### src/rtl/load_store_unit.sv
// RV32I load/store stage: one bus access at a time, byte-lane formatting and alignment checks.
// Optional bus-ready watchdog is compiled in with `define LSU_TIMEOUT_EN.
module load_store_unit #(
  parameter int ADDR_W         = 32,
  parameter int TIMEOUT_CYCLES = 255
) (
  input  logic              clk,
  input  logic              rst,
  input  logic              start,
  input  logic              mem_read,
  input  logic              mem_write,
  input  logic [2:0]        funct3,
  input  logic [ADDR_W-1:0] addr,
  input  logic [31:0]       wdata,
  output logic              busy,
  output logic              done,
  output logic              fault,
  output logic [31:0]       rdata_out,
  output logic              bus_req,
  output logic              bus_we,
  output logic [ADDR_W-1:0] bus_addr,
  output logic [3:0]        bus_be,
  output logic [31:0]       bus_wdata,
  input  logic [31:0]       bus_rdata,
  input  logic              bus_ready
);

  typedef enum logic [1:0] {IDLE, CHECK, REQ, DONE} state_t;

  // Bus handshake: bus_req rises with address/data/enables already valid and all of
  // them hold unchanged until the first cycle that samples bus_ready = 1, which ends the transfer.
  state_t state;

  logic [ADDR_W-1:0] addr_q;
  logic [2:0]        f3_q;
  logic [31:0]       wdata_q;
  logic              rd_q;
  logic              wr_q;

  logic        misaligned;
  logic        illegal;
  logic [1:0]  off;
  logic [3:0]  store_be;
  logic [31:0] store_data;
  logic [15:0] lane;
  logic [31:0] load_val;

`ifdef LSU_TIMEOUT_EN
  localparam int CNT_W = ($clog2(TIMEOUT_CYCLES + 1) > 8) ? $clog2(TIMEOUT_CYCLES + 1) : 8;
  logic [CNT_W-1:0] wait_cnt;
`endif

  assign off = addr_q[1:0];

  always_comb begin
    misaligned = 1'b0;
    case (f3_q[1:0])
      2'b01:   misaligned = addr_q[0];
      2'b10:   misaligned = (addr_q[1:0] != 2'b00);
      default: misaligned = 1'b0;
    endcase

    if (wr_q) illegal = (f3_q > 3'b010);
    else      illegal = (f3_q == 3'b011) || (f3_q == 3'b110) || (f3_q == 3'b111);

    case (f3_q[1:0])
      2'b00:   begin store_be = 4'b0001 << off; store_data = {4{wdata_q[7:0]}};  end
      2'b01:   begin store_be = 4'b0011 << off; store_data = {2{wdata_q[15:0]}}; end
      default: begin store_be = 4'b1111;        store_data = wdata_q;            end
    endcase

    // Only the low 16 bits of the shifted word are ever needed for sub-word loads.
    lane = 16'(bus_rdata >> {off, 3'b000});
    case (f3_q)
      3'b000:  load_val = {{24{lane[7]}}, lane[7:0]};
      3'b001:  load_val = {{16{lane[15]}}, lane[15:0]};
      3'b100:  load_val = {24'h0, lane[7:0]};
      3'b101:  load_val = {16'h0, lane[15:0]};
      default: load_val = bus_rdata;
    endcase
  end

  always_ff @(posedge clk or posedge rst) begin
    if (rst) begin
      state     <= IDLE;
      addr_q    <= '0;
      f3_q      <= '0;
      wdata_q   <= '0;
      rd_q      <= 1'b0;
      wr_q      <= 1'b0;
      busy      <= 1'b0;
      done      <= 1'b0;
      fault     <= 1'b0;
      rdata_out <= '0;
      bus_req   <= 1'b0;
      bus_we    <= 1'b0;
      bus_addr  <= '0;
      bus_be    <= '0;
      bus_wdata <= '0;
`ifdef LSU_TIMEOUT_EN
      wait_cnt  <= '0;
`endif
    end else begin
      case (state)
        IDLE: begin
          done  <= 1'b0;
          fault <= 1'b0;
          if (start) begin
            addr_q  <= addr;
            f3_q    <= funct3;
            wdata_q <= wdata;
            rd_q    <= mem_read;
            wr_q    <= mem_write;
            busy    <= 1'b1;
            state   <= CHECK;
          end
        end

        CHECK: begin
          if (!rd_q && !wr_q) begin
            done  <= 1'b1;
            fault <= 1'b0;
            state <= DONE;
          end else if (illegal || misaligned) begin
            done  <= 1'b1;
            fault <= 1'b1;
            state <= DONE;
          end else begin
            bus_req   <= 1'b1;
            bus_we    <= wr_q;
            bus_addr  <= {addr_q[ADDR_W-1:2], 2'b00};
            bus_be    <= wr_q ? store_be : 4'b1111;
            bus_wdata <= wr_q ? store_data : 32'h0;
`ifdef LSU_TIMEOUT_EN
            wait_cnt  <= '0;
`endif
            state     <= REQ;
          end
        end

        REQ: begin
          if (bus_ready) begin
            if (!wr_q) rdata_out <= load_val;
            bus_req   <= 1'b0;
            bus_we    <= 1'b0;
            bus_addr  <= '0;
            bus_be    <= '0;
            bus_wdata <= '0;
            done      <= 1'b1;
            fault     <= 1'b0;
            state     <= DONE;
          end
`ifdef LSU_TIMEOUT_EN
          // Ready on the limit cycle already took the branch above.
          else if (wait_cnt == CNT_W'(TIMEOUT_CYCLES - 1)) begin
            bus_req   <= 1'b0;
            bus_we    <= 1'b0;
            bus_addr  <= '0;
            bus_be    <= '0;
            bus_wdata <= '0;
            done      <= 1'b1;
            fault     <= 1'b1;
            state     <= DONE;
          end else begin
            wait_cnt <= wait_cnt + 1'b1;
          end
`endif
        end

        DONE: begin
          done  <= 1'b0;
          fault <= 1'b0;
          busy  <= 1'b0;
          state <= IDLE;
        end

        default: state <= IDLE;
      endcase
    end
  end

endmodule

### config.mk
export PLATFORM = sky130hd
export DESIGN_NAME = load_store_unit
export DESIGN_NICKNAME = d
export VERILOG_FILES = /design/src/rtl/load_store_unit.sv
export SDC_FILE = /design/constraint.sdc
export NUM_CORES = 1
export LEC_CHECK = 0
export BUFFER_PORTS_ARGS = -buffer_cell sky130_fd_sc_hd__buf_2
export CAP_MARGIN = 20
export CORE_UTILIZATION = 53
export CTS_CLUSTER_DIAMETER = 200
export DETAILED_ROUTE_END_ITERATION = 10
export GPL_TIMING_DRIVEN = 1
export PLACE_DENSITY_LB_ADDON = 0.3
export RECOVER_POWER = 50
export SYNTH_ARGS = -nofsm -noshare
export SYNTH_HDL_FRONTEND = slang
export SYNTH_SLANG_ARGS = --single-unit
### constraint.sdc
create_clock -name clk -period 6.75 [get_ports clk]
set_input_delay 0 -clock clk [delete_from_list [all_inputs] [get_ports clk]]
set_output_delay 0 -clock clk [all_outputs]
set_load 0.005 [all_outputs]
Yosys cells after proc, flatten, opt, wreduce, memory -nomap -nowiden
Cells that the tools add are included.
- bits in registers: 176
- output and inout port bits: 105
- logic and storage cells: 93
- order comparisons: 1
- equal/unequal tests: 16
- shifts and indexed selects: 3
- mux-type cells: 38
- bitwise logic cells: 1
- reduce and logical (&&, ||, !) cells: 19
- operator list (operator ; count):
    2-to-1 mux 32 bit ; 6
    case mux 32 bit (2 select lines) ; 3
    case mux 32 bit (4 select lines) ; 1
    >> shifter 32 x 5 -> 16 bit ; 1
    2-to-1 mux 4 bit ; 4
    case mux 4 bit (2 select lines) ; 2
    2-to-1 mux 1 bit ; 13
    equality test 3 bit, second input constant ; 4
    inequality test 2 bit, second input constant ; 4
    case mux 1 bit (2 select lines) ; 4
    case mux 2 bit (4 select lines) ; 1
    AND reduction 2 bit ; 4
    equality test 2 bit, second input constant ; 3
    case mux 1 bit (3 select lines) ; 2
    nonzero test 2 bit ; 3
    equality test 2 x 1 -> 1 bit, second input constant ; 2
    logical NOT 2 bit ; 2
    2-to-1 mux 2 bit ; 2
    AND reduction 4 bit ; 1
    << shifter 1 x 2 -> 4 bit, first input constant ; 1
    << shifter 2 x 2 -> 4 bit, first input constant ; 1
    equality test 3 x 1 -> 1 bit, second input constant ; 1
    equality test 3 x 2 -> 1 bit, second input constant ; 1
    > comparator 3 x 2 -> 1 bit, second input constant ; 1
    other kinds (8) ; 11

Logic depth before layout (Yosys ltp)
- depth in word-level cells: 8
- depth in mapped cells: 10
- depth with buffers taken out: 6

Worst setup path after synthesis
OpenSTA, ideal clock, no wires.
- path type: register -> register
- start point: reg f3_q[1]
- end point: reg bus_wdata[10]
- arrival: 2.505 ns
- setup slack: 4.124 ns
- cell stages (with the launch flop): 11
- buffers on the path: 4
- clock period less this slack: 2.626 ns
- cell sequence: dfrtp_1 clkbuf_1 inv_1 clkbuf_1 ha_1 o21a_1 o211a_1 a2111o_1 buf_4 buf_2 a32o_1
- longest elaborated chain between the ends: 7
- elaborated cells on any way between the ends: 19
- RTL lines (what ; line ; source):
    from (decl) ; 35 ; logic [2:0] f3_q;
    from (signal assigned) ; 110 ; f3_q <= funct3;
    parallel branches: the longest is 7 deep, another holds case mux 32 bit (2 select lines) ; - ;
    to (signal assigned) ; 133 ; bus_wdata <= wr_q ? store_data : 32'h0;
    to (decl) ; 23 ; output logic [31:0] bus_wdata,
Parallel ways; which one is timed is not known. The select of a mux whose other input is x is not followed.
A chain may end at the register's enable or synchronous reset.

Worst setup path after layout
- start point: reg f3_q[1]
- end point: reg bus_wdata[13]
Same word-level chain as after synthesis.

==> results.sh <==
export IMPL_wl_per_cell_um=18.2
export IMPL_synth_warnings=0
export IMPL_layout_drive_gt1_share_pct=27.6
export IMPL_synth_seq_area_share_pct=56.4
export IMPL_post_route_min_period_ns=3.76
export IMPL_yosysTopAreaCell="dfrtp_1"
export IMPL_setup_tns_ns=0
export IMPL_maxSlewViolCount=101
export IMPL_synth_top_cell_area_share_pct=56.4
export IMPL_syn_instance_count=647
export IMPL_clkTransAtPathRegs_ns=0.07
export IMPL_criticalPathCategory="reg -> reg"
export IMPL_fp_dieH_um=123
export IMPL_maxSlewHeadroom_pct=-177
export IMPL_synth_area_per_cell_um2=11.9
export IMPL_grt_max_degree=101
export IMPL_syn_area_um2=7710
export IMPL_async_reset_ff_share_pct=100
export IMPL_cts_tree="done"
export IMPL_reg2reg_depth=8
export IMPL_power_frac_clock_pct=20.1
export IMPL_antenna_found_initial=1
export IMPL_p_switching_mw=1.85
export IMPL_finClkSkew_ns=0.00880
export IMPL_synthFlopType="dfrtp_1"
export IMPL_drtPass1Iterations=5
export IMPL_vias=6396
export IMPL_cap_violations=1
export IMPL_cts_resized=0
export IMPL_fin_cells=1129
export IMPL_rows=43
export IMPL_cts_buffers=17
export IMPL_cellLeakagePower_nw=4.95
export IMPL_coreArea_um2=14000
export IMPL_p_int_mw=3.02
export IMPL_hold_viol=0
export IMPL_seq_power_share_pct=38.5
export IMPL_vias_per_cell=5.67
export IMPL_drtIter0Drc=467
export IMPL_root_buffer="clkbuf_16"
export IMPL_clockBufferDepth=2
export IMPL_die_w_um=123
export IMPL_nFillCells=956
export IMPL_violations="capacitance limit, slew limit"
export IMPL_routed_wl_mm=20.5
export IMPL_critPathLaunchType="flip-flop"
export IMPL_ys_types=41
export IMPL_first_global_vias=6358
export IMPL_initial_core_util_pct=54.9
export IMPL_cpPeakStageDelay_ns=0.64
export IMPL_whs_path_depth=3
export IMPL_utilization_pct=73.9
export IMPL_end_kind="flip-flop"
export IMPL_final_area_um2=10400
export IMPL_fin_nets=1050
export IMPL_gr_usage_all_layers_pct=28.3
export IMPL_die_area_um2=15000
export IMPL_min_to="wdata_q[17]"
export IMPL_r2r_end="bus_wdata[13]"
export IMPL_synthTopCellsByArea="dfrtp_1, mux2_2, a22o_1"
export IMPL_place_congestion=0.845
export IMPL_status="finished with violations"
export IMPL_finalSetupViolCount=0
export IMPL_tightest_slew_ns=4.14
export IMPL_synth_edf_count=0
export IMPL_ir_drop_v=0.000303
export IMPL_timing_fmax_mhz=266
export IMPL_min_path_type="in -> reg"
export IMPL_cp_num_buf_inv=3
export IMPL_grt_overflow=0
export IMPL_cts_htree_levels=4
export IMPL_grt_pass1_wl_mm=32.1
export IMPL_ys_ff_latch=174
export IMPL_hold_start="wdata[17]"
export IMPL_crit_path_cell_trace="buf_4, inv_1, ha_1, o21a_1, o211a_1, a2111o_2, buf_4, mux2_1"
export IMPL_path_max_fanout=47
export IMPL_r2r_setup_slack_ns=2.99
export IMPL_postRouteAntennaNets=0
export IMPL_dp_cells=991
export IMPL_crit_path_frequent_cell="buf_4"
export IMPL_cp_slowest_cell="a2111o_2"
export IMPL_drc=0
export IMPL_yosysMostFrequentCell="dfrtp_1"
export IMPL_p_per_area_nw_per_um2=470
export IMPL_cp_top_family="compound AO/OA/AOI/OAI gates"
export IMPL_area_growth_pct=34.5
export IMPL_synth_commonest_cells="dfrtp_1, nand2_1, mux2_2"
export IMPL_crit_required_ns=7.06
export IMPL_rsz0062_at_grt="no"
export IMPL_dpl_cell_area_um2=8820
export IMPL_r2r_start="f3_q[1]"
export IMPL_combPwrFrac_pct=41.3
export IMPL_hpwlAfterDp_mm=12.5
export IMPL_numClockSinks=174
export IMPL_finalCritPeriodShare_pct=55.7
export IMPL_clock_latency_ns=0.43
export IMPL_ios=210
export IMPL_hold_ws_ns=0.339
export IMPL_switching_share_pct=38.0
export IMPL_port_buffers=207
export IMPL_arrival_ns=4.07
per-layer routing:
layer / up-vias / wire length (um) / track usage, %
met2: 289 / 9960 / 46.5
met1: 3129 / 8480 / 35.2
met4: 0 / 767 / 12.9
met3: 67 / 1320 / 6.88
li1: 2911 / - / -
met5: - / 0 / 0
cell usage in the layout, fill, tap and decap left out, types with 18 or more instances in the layout:
cell	Yosys	routed
nand2_1	79	78
inv_1	25	24
a22o_1	41	41
o21ai_0	29	29
dlygate4sd3_1	0	104
mux2i_1	21	21
dfrtp_1	174	174
mux2_2	77	77
buf_2	9	140
clkbuf_1	30	67
nor2_1	18	18
cell families (layout without fill, tap and decap cells):
family | after synthesis | after routing | share of synthesized area, %
other cells | 1 | 3 | 0.0486
flops | 174 | 174 | 56.4
fa+ha+maj | 10 | 10 | 1.62
compound gates | 157 | 157 | 15.5
simple gates | 130 | 130 | 7.82
mux | 101 | 101 | 14.5
buf+inv | 74 | 374 | 3.99
cell type report:
cell class                      count  area [um2]  share of cell area, %
Antenna cell                        1        2.50                 0.0241
Clock buffer                       20         457                   4.40
Clock inverter                     12         135                   1.30
Inverter                           25        95.1                  0.917
Multi-Input combinational cell    400        3060                   29.5
Sequential cell                   174        4350                   42.0
Tap cell                          180         225                   2.17
Timing Repair Buffer              317        2040                   19.7
what timing repair did:
| item | CTS | global route |
|---|---|---|
| hold buffers | 104 | 0 |
| hold endpoints to repair | 202 | 0 |
| setup endpoints to repair | 0 | 0 |
| buffers inserted | 0 | 0 |
power by group through the flow:
stage | Clock [mW] | Sequential (mW) | Combinational, mW
after global routing | 1.03 | 1.93 | 2.22
after CTS | 0.992 | 1.86 | 2.02
after global placement | 0 | 1.85 | 1.89
final | 0.981 | 1.88 | 2.02
after detailed placement | 0 | 1.87 | 1.97
after floorplan | 0 | 1.78 | 1.42
metrics by stage:
| stage | total power [mW] | setup WS, ns |
|---|---|---|
| after floorplan | 3.21 | 2.03 |
| after global placement | 3.74 | 3.19 |
| after detailed placement | 3.84 | 3.08 |
| after CTS | 4.88 | 3.07 |
| after global routing | 5.18 | 2.28 |
| final | 4.87 | 2.99 |
how the worst max path moves through the flow:
stage | start | to | slack, ns | cells after the start
finish | f3_q[1] | bus_wdata[13] | 2.99 | 8
floorplan | rst | addr_q[0] | 2.03 | 1
global placement | f3_q[1] | bus_wdata[13] | 3.19 | 8
CTS | f3_q[1] | bus_wdata[13] | 3.07 | 8
global route | rst | addr_q[0] | 2.28 | 4
detailed placement | f3_q[1] | bus_wdata[13] | 3.08 | 8
worst register-to-register path: stages (launching register included):
cell and delay (ns):
dfrtp_1 0.33, buf_4 0.35, inv_1 0.36, ha_1 0.61
o21a_1 0.33, o211a_1 0.22, a2111o_2 0.64, buf_4 0.38
mux2_1 0.42
flip-flops by register name, summed over array words and instances, names as in the netlist, 2 cells and up:
name and flops:
bus_wdata 32, bus_be 4, state 2, f3_q 3
addr_q 32, wdata_q 32, rdata_out 32, bus_addr 30
Power figures use the tool's default switching activity.
